File: config.mk
export PLATFORM = sky130hd
export DESIGN_NAME = stopwatch_lap_timer
export DESIGN_NICKNAME = d
export VERILOG_FILES = /design/src/rtl/stopwatch_lap_timer.sv
export SDC_FILE = /design/constraint.sdc
export NUM_CORES = 1
export LEC_CHECK = 0
export ABC_AREA = 1
export CORE_MARGIN = 8
export CORE_UTILIZATION = 25
export DETAILED_ROUTE_END_ITERATION = 8
export DONT_BUFFER_PORTS = 1
export GPL_TIMING_DRIVEN = 0
export PLACE_DENSITY = 0.46
export SYNTH_ARGS = -nofsm -noshare
export SYNTH_HDL_FRONTEND = slang
export SYNTH_SLANG_ARGS = --single-unit
File: constraint.sdc
create_clock -name clk -period 2.4 [get_ports clk]
set_input_delay 0.48 -clock clk [delete_from_list [all_inputs] [get_ports clk]]
set_output_delay 0.48 -clock clk [all_outputs]
set_load 0.05 [all_outputs]
File: src/rtl/stopwatch_lap_timer.sv
// BCD M:SS.T up/down stopwatch with a tenth-second prescaler, a preset load
// for countdown, a lap-hold display register and a one-cycle done pulse on
// reaching the terminal value for the current count direction.
module stopwatch_lap_timer #(
    parameter int CLK_PER_TENTH = 10000,
    parameter int MAX_MINUTES   = 9
) (
    input  logic        clk,
    input  logic        rst,
    input  logic        start,
    input  logic        stop,
    input  logic        clr,
    input  logic        dir,
    input  logic        load,
    input  logic [15:0] preset_bcd,
    input  logic        lap,
    output logic [3:0]  minutes,
    output logic [3:0]  seconds_msd,
    output logic [3:0]  seconds_lsd,
    output logic [3:0]  ms_msd,
    output logic        running,
    output logic        done,
    output logic        lap_active
);

    typedef enum logic [1:0] {
        S_IDLE   = 2'd0,
        S_RUN    = 2'd1,
        S_PAUSED = 2'd2,
        S_DONE   = 2'd3
    } state_t;

    localparam int              PW         = (CLK_PER_TENTH > 1) ? $clog2(CLK_PER_TENTH) : 1;
    localparam logic [PW-1:0]   PRESC_LAST = PW'(CLK_PER_TENTH - 1);
    localparam logic [3:0]      MAX_MIN_D  = 4'(MAX_MINUTES);
    localparam logic [15:0]     TERM_UP    = {MAX_MIN_D, 4'd5, 4'd9, 4'd9};
    localparam logic [15:0]     TERM_DOWN  = 16'h0000;

    // BCD increment of {min, sec_msd, sec_lsd, tenth}; callers never step
    // past the up terminal, so the minutes digit never overflows.
    function automatic logic [15:0] bcd_inc(input logic [15:0] v);
        logic [3:0] m, sm, sl, t;
        {m, sm, sl, t} = v;
        if (t != 4'd9) begin
            t = t + 4'd1;
        end else begin
            t = 4'd0;
            if (sl != 4'd9) begin
                sl = sl + 4'd1;
            end else begin
                sl = 4'd0;
                if (sm != 4'd5) begin
                    sm = sm + 4'd1;
                end else begin
                    sm = 4'd0;
                    m  = m + 4'd1;
                end
            end
        end
        return {m, sm, sl, t};
    endfunction

    // BCD decrement; callers never step below 0:00.0.
    function automatic logic [15:0] bcd_dec(input logic [15:0] v);
        logic [3:0] m, sm, sl, t;
        {m, sm, sl, t} = v;
        if (t != 4'd0) begin
            t = t - 4'd1;
        end else begin
            t = 4'd9;
            if (sl != 4'd0) begin
                sl = sl - 4'd1;
            end else begin
                sl = 4'd9;
                if (sm != 4'd0) begin
                    sm = sm - 4'd1;
                end else begin
                    sm = 4'd5;
                    m  = m - 4'd1;
                end
            end
        end
        return {m, sm, sl, t};
    endfunction

    // A preset is usable only if every digit is in range for its position.
    function automatic logic bcd_valid(input logic [15:0] p);
        return (p[3:0]   <= 4'd9) &&
               (p[7:4]   <= 4'd9) &&
               (p[11:8]  <= 4'd5) &&
               (p[15:12] <= MAX_MIN_D);
    endfunction

    state_t        state, state_nxt;
    logic [15:0]   cnt, cnt_nxt, cnt_step;
    logic [15:0]   lap_reg, lap_reg_nxt;
    logic [15:0]   term_val;
    logic [15:0]   disp;
    logic [PW-1:0] presc, presc_nxt;
    logic          lap_act_nxt;
    logic          done_nxt;
    logic          at_term;
    logic          tick;
    logic          load_ok;
    logic          stop_ok;
    logic          start_ok;

    // Command qualification: which requests are legal in the current state.
    always_comb begin
        term_val = dir ? TERM_UP : TERM_DOWN;
        at_term  = (cnt == term_val);
        tick     = (state == S_RUN) && (presc == PRESC_LAST);
        load_ok  = load && (state != S_RUN) && bcd_valid(preset_bcd);
        stop_ok  = stop && (state == S_RUN);
        // stop in the same cycle suppresses start even where stop itself is a no-op
        start_ok = start && !stop && (state != S_RUN) && !at_term;
    end

    // Next state, count, prescaler and lap-hold with clr > load > stop > start.
    always_comb begin
        state_nxt   = state;
        cnt_nxt     = cnt;
        presc_nxt   = presc;
        done_nxt    = 1'b0;
        lap_reg_nxt = lap_reg;
        lap_act_nxt = lap_active;
        cnt_step    = dir ? bcd_inc(cnt) : bcd_dec(cnt);

        if (lap) begin
            if (lap_active) begin
                lap_act_nxt = 1'b0;
            end else if (state == S_RUN) begin
                lap_reg_nxt = cnt;
                lap_act_nxt = 1'b1;
            end
        end

        if (clr) begin
            cnt_nxt     = 16'h0000;
            state_nxt   = S_IDLE;
            presc_nxt   = '0;
            lap_act_nxt = 1'b0;
        end else if (load_ok) begin
            cnt_nxt   = preset_bcd;
            state_nxt = S_IDLE;
        end else if (stop_ok) begin
            state_nxt = S_PAUSED;
        end else if (start_ok) begin
            state_nxt = S_RUN;
            presc_nxt = '0;
        end else if (state == S_RUN) begin
            if (tick) begin
                presc_nxt = '0;
                if (at_term) begin
                    // dir flipped onto a value that is already terminal
                    state_nxt = S_DONE;
                    done_nxt  = 1'b1;
                end else begin
                    cnt_nxt = cnt_step;
                    if (cnt_step == term_val) begin
                        state_nxt = S_DONE;
                        done_nxt  = 1'b1;
                    end
                end
            end else begin
                presc_nxt = presc + PW'(1);
            end
        end
    end

    // State register.
    always_ff @(posedge clk) begin
        if (rst) begin
            state <= S_IDLE;
        end else begin
            state <= state_nxt;
        end
    end

    // Count, prescaler, lap register and done pulse registers.
    always_ff @(posedge clk) begin
        if (rst) begin
            cnt        <= 16'h0000;
            presc      <= '0;
            lap_reg    <= 16'h0000;
            lap_active <= 1'b0;
            done       <= 1'b0;
        end else begin
            cnt        <= cnt_nxt;
            presc      <= presc_nxt;
            lap_reg    <= lap_reg_nxt;
            lap_active <= lap_act_nxt;
            done       <= done_nxt;
        end
    end

    // Display mux between two registers, so digits move on the count edge.
    always_comb begin
        disp = lap_active ? lap_reg : cnt;
    end

    assign minutes     = disp[15:12];
    assign seconds_msd = disp[11:8];
    assign seconds_lsd = disp[7:4];
    assign ms_msd      = disp[3:0];
    assign running     = (state == S_RUN);

endmodule

## Yosys cells after proc, flatten, opt, wreduce, memory -nomap -nowiden

Index checks and enable logic that the tools add are counted.

| storage, ports and cells | value |
|---|---|
| flip-flop bits (word level) | 50 |
| bits of input ports | 24 |
| output and inout port bits | 19 |
| word-level logic and storage cells | 108 |

| cells by class | value |
|---|---|
| add/sub/neg operators | 9 |
| $lt $le $gt $ge | 4 |
| eq/ne operators | 11 |
| multiplexer cells | 40 |
| bitwise gates (word level) | 5 |
| reductions and logical operators | 32 |

Operators with widths:

| operator | count |
|---|---|
| two-way mux 16 bit | 9 |
| two-way mux 4 bit | 18 |
| two-way mux 14 bit | 3 |
| equality test 16 bit | 2 |
| adder 4 x 1 -> 4 bit, second input constant | 4 |
| nonzero test 4 bit | 4 |
| subtractor 4 x 1 -> 4 bit, second input constant | 4 |
| adder 14 x 1 -> 14 bit, second input constant | 1 |
| equality test 14 bit, second input constant | 1 |
| <= comparator 4 bit, second input constant | 3 |
| two-way mux 2 bit | 6 |
| AND reduction 3 bit | 4 |
| logical AND 1 bit | 10 |
| nonzero test 3 bit | 3 |
| inequality test 4 bit, second input constant | 2 |
| nonzero test 2 bit | 4 |
| OR reduction 7 bit | 1 |
| NOT 1 bit | 5 |
| AND reduction 5 bit | 1 |
| <= comparator 4 x 3 -> 1 bit, second input constant | 1 |
| two-way mux 1 bit | 4 |
| inequality test 2 x 1 -> 1 bit, second input constant | 2 |
| inequality test 2 bit, second input constant | 2 |
| inequality test 4 x 3 -> 1 bit, second input constant | 1 |
| other kinds (5) | 6 |

## Logic depth before layout (Yosys ltp)

| logic depth | value |
|---|---|
| word-level depth | 12 |
| depth in mapped cells | 17 |
| gate-level depth less buffers | 16 |

## Least setup slack after synthesis

No wires, ideal clock.

| timing | value |
|---|---|
| path type | flip-flop to output port |
| from | register lap_active |
| to | output minutes[0] |
| data arrival time | 1.987 ns |
| data required time | 1.920 ns |
| slack | -0.067 ns |
| stages on the path, launching flop included | 4 |
| path buffers | 2 |
| cells stage by stage | dfxtp_1 clkbuf_1 clkbuf_1 o21ai_0 |

| between the ends | value |
|---|---|
| word-level cells in the longest chain between the ends | 1 |

Ends and longest elaborated chain:

| item | line | text |
|---|---|---|
| from (decl) | 23 | `output logic lap_active` |
| from (signal assigned) | 192 | `lap_active <= lap_act_nxt;` |
| two-way mux 16 bit | 199 | `disp = lap_active ? lap_reg : cnt;` |
| to (decl) | 17 | `output logic [3:0] minutes,` |

Every way passes these cells.

## Final worst setup path

| timing | value |
|---|---|
| from | register lap_active |
| to | output ms_msd[1] |

| between the ends | value |
|---|---|
| word-level cells in the longest chain between the ends | 1 |

Ends and longest elaborated chain:

| item | line | text |
|---|---|---|
| two-way mux 16 bit | 199 |  |
| to (decl) | 20 | `output logic [3:0] ms_msd,` |

Every way passes these cells.

==> reports/qor.csv <==
metric,value,unit
outcome,finished clean,
min_path_type,primary input to register,
nets,598,
synth.area.top_cells,"dfxtp_1 27%, nand2_1 14%, nor2_1 7.1%",
hold_depth,2,
yosysSeqAreaShare,0.274,
routed_wl,11400,µm
cp-start-kind,register,
synth_area,0.00365,mm²
crit_buf_inv,2,
min_to,cnt[5]$_SDFFE_PP0P_,
finalInstanceArea,0.00413,mm²
fp.dieW,137,µm
clk_pin_slew,80,ps
synth_top_flop_cell,dfxtp_1,
r2r-end,done$_SDFF_PP0_,
final_core_util,0.286,
htree_levels,2,
postCtsSetupBuffers,0,
synth_area_leader_cell,dfxtp_1,
dp_slack,-97.5,ps
cp_max_fo,10,
cts_made_buffers,5,
drc,0,
port-buffer-count,0,
synthArstFlopShare,0,
vias_per_cell,4.90,
wl_per_cell,15.0,µm
tightest_slew,883,ps
grt_max_degree,18,
slew_headroom,0.409,
syn2layout_area_growth,12.9,%
cpMostUsedCell,clkbuf_2,
postCtsHoldBufs,0,
clockBufferDepth,2,
hp-start,preset_bcd[5],
maxCapViolCount,0,
finalHoldViolations,0,
dpl_cell_area,0.00388,mm²
synth_top_area_frac,0.274,
dp.cells,748,
end_kind,output port,
clockRootBuffer,clkbuf_16,
path_class,register to output port,
synth.most_common_cell,nand2_1,
die_area,0.0187,mm²
io_pins,43,
rows,44,
antenna_found_initial,0,
drtIter0Drc,252,
grt_usage,0.124,
skew,9.06,ps
clk_latency,310,ps
drv_slew,0,
layout_setup_ws,173,ps
grt_pass1_vias,3573,
p_leak,1.59,nW
cp_slowest_cell,o21ai_2,
tns,0,ps
diodes,0,
drive_above_1_share,0.171,
drt-pass1-iter-count,5,
cpPeakStageDelay,550,ps
period_needed,2230,ps
r2r_setup_slack,190,ps
final_cells,756,
synth-edff-count,0,
num-fill-cells,1637,
cp.arrival,1750,ps
synth.distinct_cells,46,
power.density,452,mW/mm²
place_hpwl,9030,µm
rsz0062_at_grt,false,
setup_viol_count_final,0,
grt_pass1_wl,18400,µm
rr_startpoint,cnt[12]$_SDFFE_PP0P_,
overflow,0,
gp_congestion,0.847,
ys_ff_latch,50,
synth_nets,591,
core_area,0.0144,mm²
seq_area,0.00100,mm²
irDropWorstVdd,0.242,mV
final_antenna_net_count,0,
synth_common_cells,"135 x nand2_1, 69 x nor2_1, 50 x dfxtp_1",
r2r_cells,10,
cp.required,1920,ps
die_h,137,µm
ys_warn_count,0,
multi_input_area,0.00235,mm²
worst_path_dominant_cell_family,compound AO/OA/AOI/OAI gates,
num_vias,3702,
cts_tree,yes,
netlist_instances,564,
fmax,449,MHz
start_util,0.253,
avgSynthCellArea,6.48,µm²
finalCritPeriodShare,0.928,
path_cells,clkbuf_2 -> clkbuf_2 -> o21ai_2,
cts.sinks,50,
[layout by cell type (no fill, tap or decap), types with 7 or more instances in the layout]
master / netlist / layout
nand2_1: 135 / 135
xor2_1: 11 / 11
a211oi_1: 20 / 19
inv_1: 48 / 47
nor2_1: 69 / 68
nand3_1: 44 / 44
inv_2: 10 / 10
a211oi_2: 6 / 7
nand4_1: 8 / 8
clkbuf_1: 11 / 7
a21oi_1: 20 / 20
o21ai_2: 0 / 16
dfxtp_1: 50 / 49
nand2_2: 8 / 8
o21ai_0: 45 / 29
[cells by family (layout without fill, tap and decap cells)]
| kind of cell | count (synthesis) | count (layout) | synth area share |
|---|---|---|---|
| DFF | 50 | 50 | 0.274 |
| buffers and inverters | 85 | 93 | 0.103 |
| AOI/OAI and AO/OA | 109 | 109 | 0.188 |
| muxes | 1 | 1 | 0.00274 |
| xor gates and xnor gates | 12 | 12 | 0.0288 |
| adders and majority gates | 3 | 3 | 0.0103 |
| and+or+nand+nor | 304 | 304 | 0.393 |
[layout make-up]
| cell class | count | area share |
|---|---|---|
| clock inverter | 3 | 0.00607 |
| sequential | 50 | 0.243 |
| tap | 184 | 0.0558 |
| clock buffer | 5 | 0.0303 |
| inverter | 59 | 0.0555 |
| buffer | 26 | 0.0385 |
| multi-input combinational | 429 | 0.571 |
[how the worst max path moves through the flow]
stage | startpoint | end | depth (start not counted)
5_1_grt | cnt[7]$_SDFFE_PP0P_ | done$_SDFF_PP0_ | 12
3_3_place_gp | lap_active$_SDFFE_PP0P_ | minutes[0] | 3
3_5_place_dp | lap_active$_SDFFE_PP0P_ | minutes[3] | 4
2_1_floorplan | lap_active$_SDFFE_PP0P_ | minutes[0] | 3
6_report | lap_active$_SDFFE_PP0P_ | ms_msd[1] | 3
4_1_cts | lap_active$_SDFFE_PP0P_ | minutes[0] | 4
[what timing repair did]
item,CTS,global route
endpoints found under the setup margin,16,25
gates resized for setup,19,10
gates cloned,0,0
[per-stage QoR]
| stage | hold WS [ps] | power (mW) |
|---|---|---|
| 5_1_grt | 332 | 1.96 |
| 3_5_place_dp | 474 | 1.11 |
| 3_3_place_gp | 467 | 1.11 |
| 6_report | 339 | 1.86 |
| 4_1_cts | 326 | 1.90 |
| 2_1_floorplan | 449 | 1.06 |
[layer usage]
layer	vias up	routed length [µm]	global-route usage
met5	-	0	0
met4	0	121	0.0374
met3	8	769	0.0341
met2	96	5350	0.208
met1	1711	5130	0.151
li1	1887	-	-
[power breakdown]
| group | switching, mW | total (mW) | leakage [nW] | internal [mW] |
|---|---|---|---|---|
| Clock | 0.373 | 0.767 | 0.0704 | 0.394 |
| Combinational | 0.170 | 0.245 | 1.11 | 0.0751 |
| Sequential | 0.0103 | 0.852 | 0.404 | 0.842 |
No activity file was read; power rests on OpenSTA's default activity.
